$ cat config.mk
export PLATFORM = sky130hd
export DESIGN_NAME = screen_sequencer
export DESIGN_NICKNAME = d
export VERILOG_FILES = /design/src/rtl/screen_sequencer.sv
export SDC_FILE = /design/constraint.sdc
export NUM_CORES = 1
export LEC_CHECK = 0
export ABC_AREA = 0
export ABC_CLOCK_PERIOD_IN_PS = 2400
export BUFFER_PORTS_ARGS = -buffer_cell sky130_fd_sc_hd__buf_4
export CAP_MARGIN = 20
export CORE_MARGIN = 3
export CORE_UTILIZATION = 60
export DETAILED_ROUTE_END_ITERATION = 10
export GPL_TIMING_DRIVEN = 0
export PLACE_DENSITY = 0.9
export SLEW_MARGIN = 10
export SYNTH_ARGS = -nofsm -noshare
export SYNTH_HDL_FRONTEND = slang
export SYNTH_SLANG_ARGS = --single-unit
$ cat constraint.sdc
create_clock -name clk -period 2.4 [get_ports clk]
set_input_delay 0.36 -clock clk [delete_from_list [all_inputs] [get_ports clk]]
set_output_delay 0.36 -clock clk [all_outputs]
set_load 0.01 [all_outputs]
$ cat src/rtl/screen_sequencer.sv
// Top-level screen sequencer: orders full-screen draws, maze drawing, gameplay,
// level progression and the timed win/game-over screens.
module screen_sequencer #(
    parameter int unsigned HOLD_CYCLES = 100000000,
    parameter int unsigned NUM_LEVELS  = 3,
    parameter int unsigned GAP_CYCLES  = 2
) (
    input  logic       clk,
    input  logic       reset,
    input  logic       startKey,
    input  logic       screenDone,
    input  logic       mazeDone,
    input  logic       playerWon,
    input  logic       playerDead,
    output logic       drawStart,
    output logic       drawClear,
    output logic       drawGameOver,
    output logic       drawWinner,
    output logic       drawMaze,
    output logic       plotEn,
    output logic       gameActive,
    output logic [1:0] level
);

    localparam int unsigned HOLD_W  = 27;
    localparam int unsigned GAP_W   = (GAP_CYCLES > 1) ? $clog2(GAP_CYCLES) : 1;
    localparam int unsigned LEVEL_W = 2;

    localparam logic [HOLD_W-1:0]  HOLD_LOAD  = HOLD_W'((HOLD_CYCLES > 0) ? HOLD_CYCLES - 1 : 0);
    localparam logic [GAP_W-1:0]   GAP_LAST   = GAP_W'((GAP_CYCLES > 0) ? GAP_CYCLES - 1 : 0);
    localparam logic [LEVEL_W-1:0] LEVEL_LAST = LEVEL_W'((NUM_LEVELS > 0) ? NUM_LEVELS - 1 : 0);

    typedef enum logic [3:0] {
        S_GAP,
        S_START_DRAW,
        S_WAIT_KEY,
        S_CLEAR,
        S_MAZE,
        S_PLAY,
        S_WIN_DRAW,
        S_OVER_DRAW,
        S_HOLD
    } state_e;

    state_e               state_q, state_d;
    state_e               pend_q, pend_d;
    logic [GAP_W-1:0]     gap_q, gap_d;
    logic [HOLD_W-1:0]    hold_q, hold_d;
    logic [LEVEL_W-1:0]   level_q, level_d;
    logic                 won_q, won_d;

    logic                 key_meta_q, key_sync_q, key_prev_q;
    logic                 key_evt;

    logic                 draw_start_q, draw_start_d;
    logic                 draw_clear_q, draw_clear_d;
    logic                 draw_over_q, draw_over_d;
    logic                 draw_win_q, draw_win_d;
    logic                 draw_maze_q, draw_maze_d;
    logic                 game_active_q, game_active_d;

    // Two-flop synchronizer plus a third flop for rising-edge detection.
    assign key_evt = key_sync_q & ~key_prev_q;

    // State, counters, synchronizer and registered outputs.
    always_ff @(posedge clk) begin
        if (reset) begin
            state_q       <= S_GAP;
            pend_q        <= S_START_DRAW;
            gap_q         <= '0;
            hold_q        <= '0;
            level_q       <= '0;
            won_q         <= 1'b0;
            key_meta_q    <= 1'b0;
            key_sync_q    <= 1'b0;
            key_prev_q    <= 1'b0;
            draw_start_q  <= 1'b0;
            draw_clear_q  <= 1'b0;
            draw_over_q   <= 1'b0;
            draw_win_q    <= 1'b0;
            draw_maze_q   <= 1'b0;
            game_active_q <= 1'b0;
        end else begin
            state_q       <= state_d;
            pend_q        <= pend_d;
            gap_q         <= gap_d;
            hold_q        <= hold_d;
            level_q       <= level_d;
            won_q         <= won_d;
            key_meta_q    <= startKey;
            key_sync_q    <= key_meta_q;
            key_prev_q    <= key_sync_q;
            draw_start_q  <= draw_start_d;
            draw_clear_q  <= draw_clear_d;
            draw_over_q   <= draw_over_d;
            draw_win_q    <= draw_win_d;
            draw_maze_q   <= draw_maze_d;
            game_active_q <= game_active_d;
        end
    end

    // Next-state logic; every screen change passes through GAP so done can drop.
    always_comb begin
        state_d = state_q;
        pend_d  = pend_q;
        gap_d   = gap_q;
        hold_d  = hold_q;
        level_d = level_q;
        won_d   = won_q;
        case (state_q)
            S_GAP: begin
                if (gap_q == GAP_LAST) begin
                    state_d = pend_q;
                    gap_d   = '0;
                end else begin
                    gap_d = gap_q + GAP_W'(1);
                end
            end
            S_START_DRAW: begin
                if (screenDone) begin
                    state_d = S_WAIT_KEY;
                end
            end
            S_WAIT_KEY: begin
                if (key_evt) begin
                    level_d = '0;
                    state_d = S_GAP;
                    pend_d  = S_CLEAR;
                    gap_d   = '0;
                end
            end
            S_CLEAR: begin
                if (screenDone) begin
                    state_d = S_GAP;
                    pend_d  = S_MAZE;
                    gap_d   = '0;
                end
            end
            S_MAZE: begin
                if (mazeDone) begin
                    state_d = S_PLAY;
                end
            end
            S_PLAY: begin
                if (playerWon) begin
                    state_d = S_GAP;
                    pend_d  = S_WIN_DRAW;
                    gap_d   = '0;
                end else if (playerDead) begin
                    state_d = S_GAP;
                    pend_d  = S_OVER_DRAW;
                    gap_d   = '0;
                end
            end
            S_WIN_DRAW: begin
                if (screenDone) begin
                    state_d = S_HOLD;
                    hold_d  = HOLD_LOAD;
                    won_d   = 1'b1;
                end
            end
            S_OVER_DRAW: begin
                if (screenDone) begin
                    state_d = S_HOLD;
                    hold_d  = HOLD_LOAD;
                    won_d   = 1'b0;
                end
            end
            S_HOLD: begin
                if (key_evt || (hold_q == '0)) begin
                    state_d = S_GAP;
                    gap_d   = '0;
                    if (won_q && (level_q < LEVEL_LAST)) begin
                        level_d = level_q + LEVEL_W'(1);
                        pend_d  = S_CLEAR;
                    end else begin
                        level_d = '0;
                        pend_d  = S_START_DRAW;
                    end
                end else begin
                    hold_d = hold_q - HOLD_W'(1);
                end
            end
            default: begin
                state_d = S_GAP;
                pend_d  = S_START_DRAW;
                gap_d   = '0;
            end
        endcase
    end

    // Output decode from the next state so requests register with the state.
    always_comb begin
        draw_start_d  = 1'b0;
        draw_clear_d  = 1'b0;
        draw_over_d   = 1'b0;
        draw_win_d    = 1'b0;
        draw_maze_d   = 1'b0;
        game_active_d = 1'b0;
        case (state_d)
            S_START_DRAW: draw_start_d  = 1'b1;
            S_CLEAR:      draw_clear_d  = 1'b1;
            S_OVER_DRAW:  draw_over_d   = 1'b1;
            S_WIN_DRAW:   draw_win_d    = 1'b1;
            S_MAZE:       draw_maze_d   = 1'b1;
            S_PLAY:       game_active_d = 1'b1;
            default:      ;
        endcase
    end

    assign drawStart    = draw_start_q;
    assign drawClear    = draw_clear_q;
    assign drawGameOver = draw_over_q;
    assign drawWinner   = draw_win_q;
    assign drawMaze     = draw_maze_q;
    assign gameActive   = game_active_q;
    assign level        = level_q;

    // Write enable stops as soon as the active drawer reports done.
    assign plotEn = ((draw_start_q | draw_clear_q | draw_over_q | draw_win_q) & ~screenDone)
                  | (draw_maze_q & ~mazeDone);

endmodule

-- Yosys cells after proc, flatten, opt, wreduce, memory -nomap -nowiden
Cells that the tools add are included.
- add/subtract/negate cells: 3
- multiply operators: 0
- div/mod/pow operators: 0
- $lt $le $gt $ge: 1
- eq/ne operators: 22
- shift-type cells: 0
- muxes and demuxes: 39
- bitwise operators: 12
- reduce and logical (&&, ||, !) cells: 15
- operators by type and width (kind ; number):
    4-bit 2-to-1 mux ; 14
    27-bit 2-to-1 mux ; 2
    27-bit case mux with 2 select lines ; 1
    4-bit by 3-bit equality test with 1-bit output (second input constant) ; 8
    4-bit case mux with 8 select lines ; 1
    27-bit zero test ; 1
    27-bit by 1-bit subtractor with 27-bit output (second input constant) ; 1
    4-bit case mux with 5 select lines ; 1
    1-bit 2-to-1 mux ; 13
    4-bit by 2-bit equality test with 1-bit output (second input constant) ; 3
    2-bit inequality test (second input constant) ; 6
    5-bit AND reduction ; 2
    3-bit AND reduction ; 3
    4-bit by 1-bit equality test with 1-bit output (second input constant) ; 2
    2-bit 2-to-1 mux ; 4
    1-bit case mux with 6 select lines ; 1
    2-bit nonzero test ; 3
    1-bit inverter ; 5
    5-bit OR reduction ; 1
    4-bit equality test (second input constant) ; 1
    4-bit zero test ; 1
    1-bit OR ; 4
    2-bit case mux with 2 select lines ; 1
    4-bit OR reduction ; 1
    other kinds (10) ; 12
- register bits: 48
- latch bits: 0
- memory bits (writable): 0
- memory bits (read-only): 0
- output and inout port bits: 9
- memories kept: 0

-- Logic depth before layout (Yosys ltp)
- depth after elaboration: 7
- mapped depth: 7
- depth with buffers taken out: 7

-- Worst setup path after synthesis
No wires, ideal clock.
- path kind: register to register
- start: register state_q[0]
- end: register hold_q[10]
- data arrival time: 1.973 ns
- slack: 0.306 ns
- cell stages (with the launch flop): 7
- path buffers: 1
- clock period less this slack: 2.094 ns
- cell sequence: dfxtp_1 buf_6 nor4b_4 a21oi_2 or4_1 nor4_1 mux2_2
- word-level cells in the longest chain between the ends: 4
- RTL lines (element ; line ; text):
    start: declaration ; 45 ; state_e state_q, state_d;
    start signal: assignment ; 84 ; state_q <= state_d;
    4-bit by 3-bit equality test with 1-bit output ; 110 ; case (state_q)
    2-bit OR reduction (no line) ; n/a ;
    2-bit by 1-bit inequality test with 1-bit output (no line) / 2-bit nonzero test (equally long branches) ; n/a ;
    3-bit AND reduction (no line) ; n/a ;
    end signal: assignment ; 87 ; hold_q <= hold_d;
    end: declaration ; 48 ; logic [HOLD_W-1:0] hold_q, hold_d;
Parallel ways exist; a longest one is shown, timed or not.
A chain may end at the register's enable or synchronous reset.

-- Final worst setup path
- start: register hold_q[2]
- end: register hold_q[10]
- word-level cells in the longest chain between the ends: 4
- RTL lines (element):
    branches (longest 4 deep; another with 27-bit by 1-bit subtractor with 27-bit output)
Several ways; the timed one is not identified. The select of a mux whose other input is x is not followed.

==> impl_metrics.py <==
metrics = {
    "layout": {
        "diodes": 0,
        "utilization": 0.7453,
        "area_delta_synth_final_pct": 13.95,
        "drive_above_1_share": 0.1661,
        "finalNetCount": 327,
    },
    "timing": {
        "fin_crit_sh": 0.9364,
        "worst_pin_slew_ps": 788.9,
        "setup_viol": 0,
        "fmax_mhz": 445.0,
        "grt_setup_unrepaired": "false",
        "period_minus_slack_ps": 2247,
        "drv_slew": 0,
        "final_hold_viol_count": 0,
        "setup-tns-final_ps": 0,
        "slew_headroom": 0.4692,
        "skew_ps": 9.111,
    },
    "clock_network": {
        "cts.htree.levels": 2,
        "numClockSinks": 47,
        "cts_tree": "done",
        "clkSlewWorstSetupHoldPaths_ps": 80,
        "cts_hold_buf": 0,
        "cts_buffers": 5,
        "cts_buffer_depth": 2,
        "clock_latency_ps": 310,
        "root_buffer": "clkbuf_8",
    },
    "logic_synthesis": {
        "synth_ff_type": "dfxtp_1",
        "synth_async_sr_flop_share": 0,
        "synth_nets": 301,
        "syn_avg_cell_area_um2": 8.541,
        "netlist_area_um2": 2502,
        "syn_inst": 293,
        "synth.distinct_cells": 57,
        "seq_area_frac_synth": 0.3760,
        "yosysWarningCount": 0,
        "synth_edf_count": 0,
        "ys_ff_latch": 47,
    },
    "pwr": {
        "powerDensity_nw_per_um2": 529.5,
        "p_int_mw": 1.150,
        "netSwitchingPower_mw": 0.3599,
        "seq_power_share": 0.531,
        "clock_power_share": 0.379,
        "p_sw_frac": 0.2384,
        "ir_drop_uv": 373.1,
        "p_leak_nw": 1.077,
        "comb_power_share": 0.090,
    },
    "grt": {
        "grtUsageMet3": 0.05540,
        "busiest_layer": "met2",
        "use_met2": 0.3815,
        "antenna_found_initial": 0,
        "grt_usage": 0.2484,
        "grtUsageMet1": 0.3222,
        "grt_first_pass_wirelength_um": 9936,
        "grt_pass1_vias": 2176,
        "grt_overflow": 0,
        "grt_max_degree": 15,
    },
    "worst_hold_path": {
        "hold_class": "in -> reg",
    },
    "routing": {
        "vias": 2416,
        "via_per_inst": 6.583,
        "drt_iter0_markers": 227,
        "firstDrtPassIters": 4,
        "drc": 0,
        "wirelength_um": 6062,
        "wl_per_cell_um": 16.52,
        "final_antenna_net_count": 0,
    },
    "job": {
        "drv_cap": 0,
    },
    "die": {
        "num_rows": 22,
        "initial_core_util": 0.6540,
        "ios": 16,
        "die_x_um": 70.58,
        "die_h_um": 70.58,
        "dieArea_um2": 4982,
        "core_area_um2": 3826,
    },
    "worst_setup_path": {
        "cp-end-kind": "register",
        "worst-path-max-fanout": 7,
        "start_kind": "register",
        "crit_family": "simple AND/OR/NAND/NOR gates",
        "slowest_delay_ps": 600,
        "cp_num_buf_inv": 0,
        "required_ps": 2600,
        "worstSetupPathType": "reg -> reg",
        "cpMaxStageDelayCell": "or4_1",
        "worstPathArrival_ps": 2450,
        "crit_chain": "nor4_4 -> nand2_2 -> or4_1 -> nor4_2 -> mux2_2",
    },
    "placed_design": {
        "hpwl_um": 4260,
        "numPortBuffers": 15,
        "gp_congestion": 0.8535,
    },
    "run_status": {
        "status": "complete, no violations",
    },
}
worst register-to-register path, stage by stage, from the launching register on:
cell	delay, ps
dfxtp_1	370
nor4_4	420
nand2_2	210
or4_1	600
nor4_2	190
mux2_2	360
path summary, 6_finish.rpt:
kind | start | to | slack [ps] | cells after the start
worst max-delay path | hold_q[2] | hold_q[10] | 150 | 5
worst min-delay path | startKey | key_meta_q | 260 | 2
worst max register to register | hold_q[2] | hold_q[10] | 150 | 5
worst min register to register | key_meta_q | key_sync_q | 460 | 1
flip-flops by register name, indices dropped and copies added, names as in the netlist:
signal        flops
drawClear         1
drawGameOver      1
drawMaze          1
drawStart         1
drawWinner        1
gameActive        1
gap_q             1
hold_q           27
key_meta_q        1
key_prev_q        1
key_sync_q        1
level             2
pend_q            3
state_q           4
won_q             1
layer usage:
layer  up-vias  part of all wire
met5         -                 0
met4         0             0.022
met3        14             0.054
met2        77              0.47
met1      1147              0.46
li1       1178                 -
synth_stat cells (2+ instances only):
cell,instances,area share
nand3b_1,2,0.0060
or3_1,10,0.025
nor4_1,7,0.017
clkbuf_1,9,0.013
nand2b_1,2,0.0050
or2_2,6,0.015
nand3_1,10,0.020
a31oi_1,9,0.022
inv_1,10,0.015
o22ai_1,2,0.0050
a211oi_1,4,0.012
dfxtp_1,47,0.38
nand4_1,6,0.015
o211ai_1,3,0.0090
nor3_1,15,0.030
nor3b_1,3,0.0090
or4_1,13,0.039
nand2_1,15,0.022
a211o_1,2,0.0070
nor2_1,19,0.029
nor4_2,3,0.015
o41ai_1,3,0.011
buf_2,2,0.0040
nor4_4,2,0.017
a21oi_1,22,0.044
nor2b_1,8,0.020
o21ai_0,11,0.022
xnor2_1,3,0.011
and4_1,3,0.011
and3_1,2,0.0050
o31ai_1,9,0.027
mux2_2,3,0.013
mux2i_1,4,0.016
layout by cell type, fill, tap and decap left out, types with 5 or more instances in the layout:
| master | count |
|---|---|
| nor2_1 | 19 |
| inv_1 | 10 |
| o21ai_0 | 11 |
| clkbuf_1 | 9 |
| o31ai_1 | 9 |
| buf_4 | 20 |
| a21oi_1 | 22 |
| dfxtp_1 | 47 |
| clkbuf_8 | 5 |
| nand3_1 | 9 |
| nor3_1 | 14 |
| or2_2 | 6 |
| nor4_1 | 5 |
| a31oi_1 | 9 |
| nor2b_1 | 8 |
| or4_1 | 13 |
| or3_1 | 10 |
| nand4_1 | 6 |
| nand2_1 | 15 |
cell type report:
type / count / area, um^2
clock buffer: 5 / 68.82
inverter: 11 / 41.29
clock inverter: 2 / 37.54
fill: 278 / 974.7
timing repair buffer: 19 / 142.6
tap: 48 / 60.06
sequential: 47 / 940.9
multi-input combinational: 221 / 1494
buffer: 14 / 66.31
through the flow:
step	area, um^2	hold WS, ps	cells	worst slack, ps	total power [mW]
3_3_place_gp	2675	421.1	356	99.98	0.9470
4_1_cts	2781	254.4	363	17.89	1.515
6_report	2851	257.0	367	152.6	1.510
5_1_grt	2851	256.1	367	52.02	1.556
2_1_floorplan	2502	413.8	293	306.2	0.9077
3_5_place_dp	2675	435.7	356	43.96	0.9529
cells by family (layout without fill, tap and decap cells):
group           Yosys count  count (layout)  synth area share
fa+ha+maj                 1               1          0.004999
buf+inv                  25              51           0.04300
xor+xnor                  3               3           0.01050
compound gates           77              77            0.2055
simple gates            133             133            0.3305
mux                       7               7           0.02950
flops                    47              47            0.3760
power groups by stage:
stage               Clock [mW]  Sequential (mW)  Combinational, mW
CTS                      0.579            0.801              0.134
floorplan                    0            0.818             0.0899
detailed placement           0            0.819              0.133
global placement             0            0.819              0.128
finish                   0.573            0.802              0.135
global route             0.606            0.803              0.147
timing repair:
action / CTS / global route
setup endpoints to repair: 0 / 13
resized for setup: 0 / 6
setup buffers: 0 / 4
(Power assumes the default switching activity.)
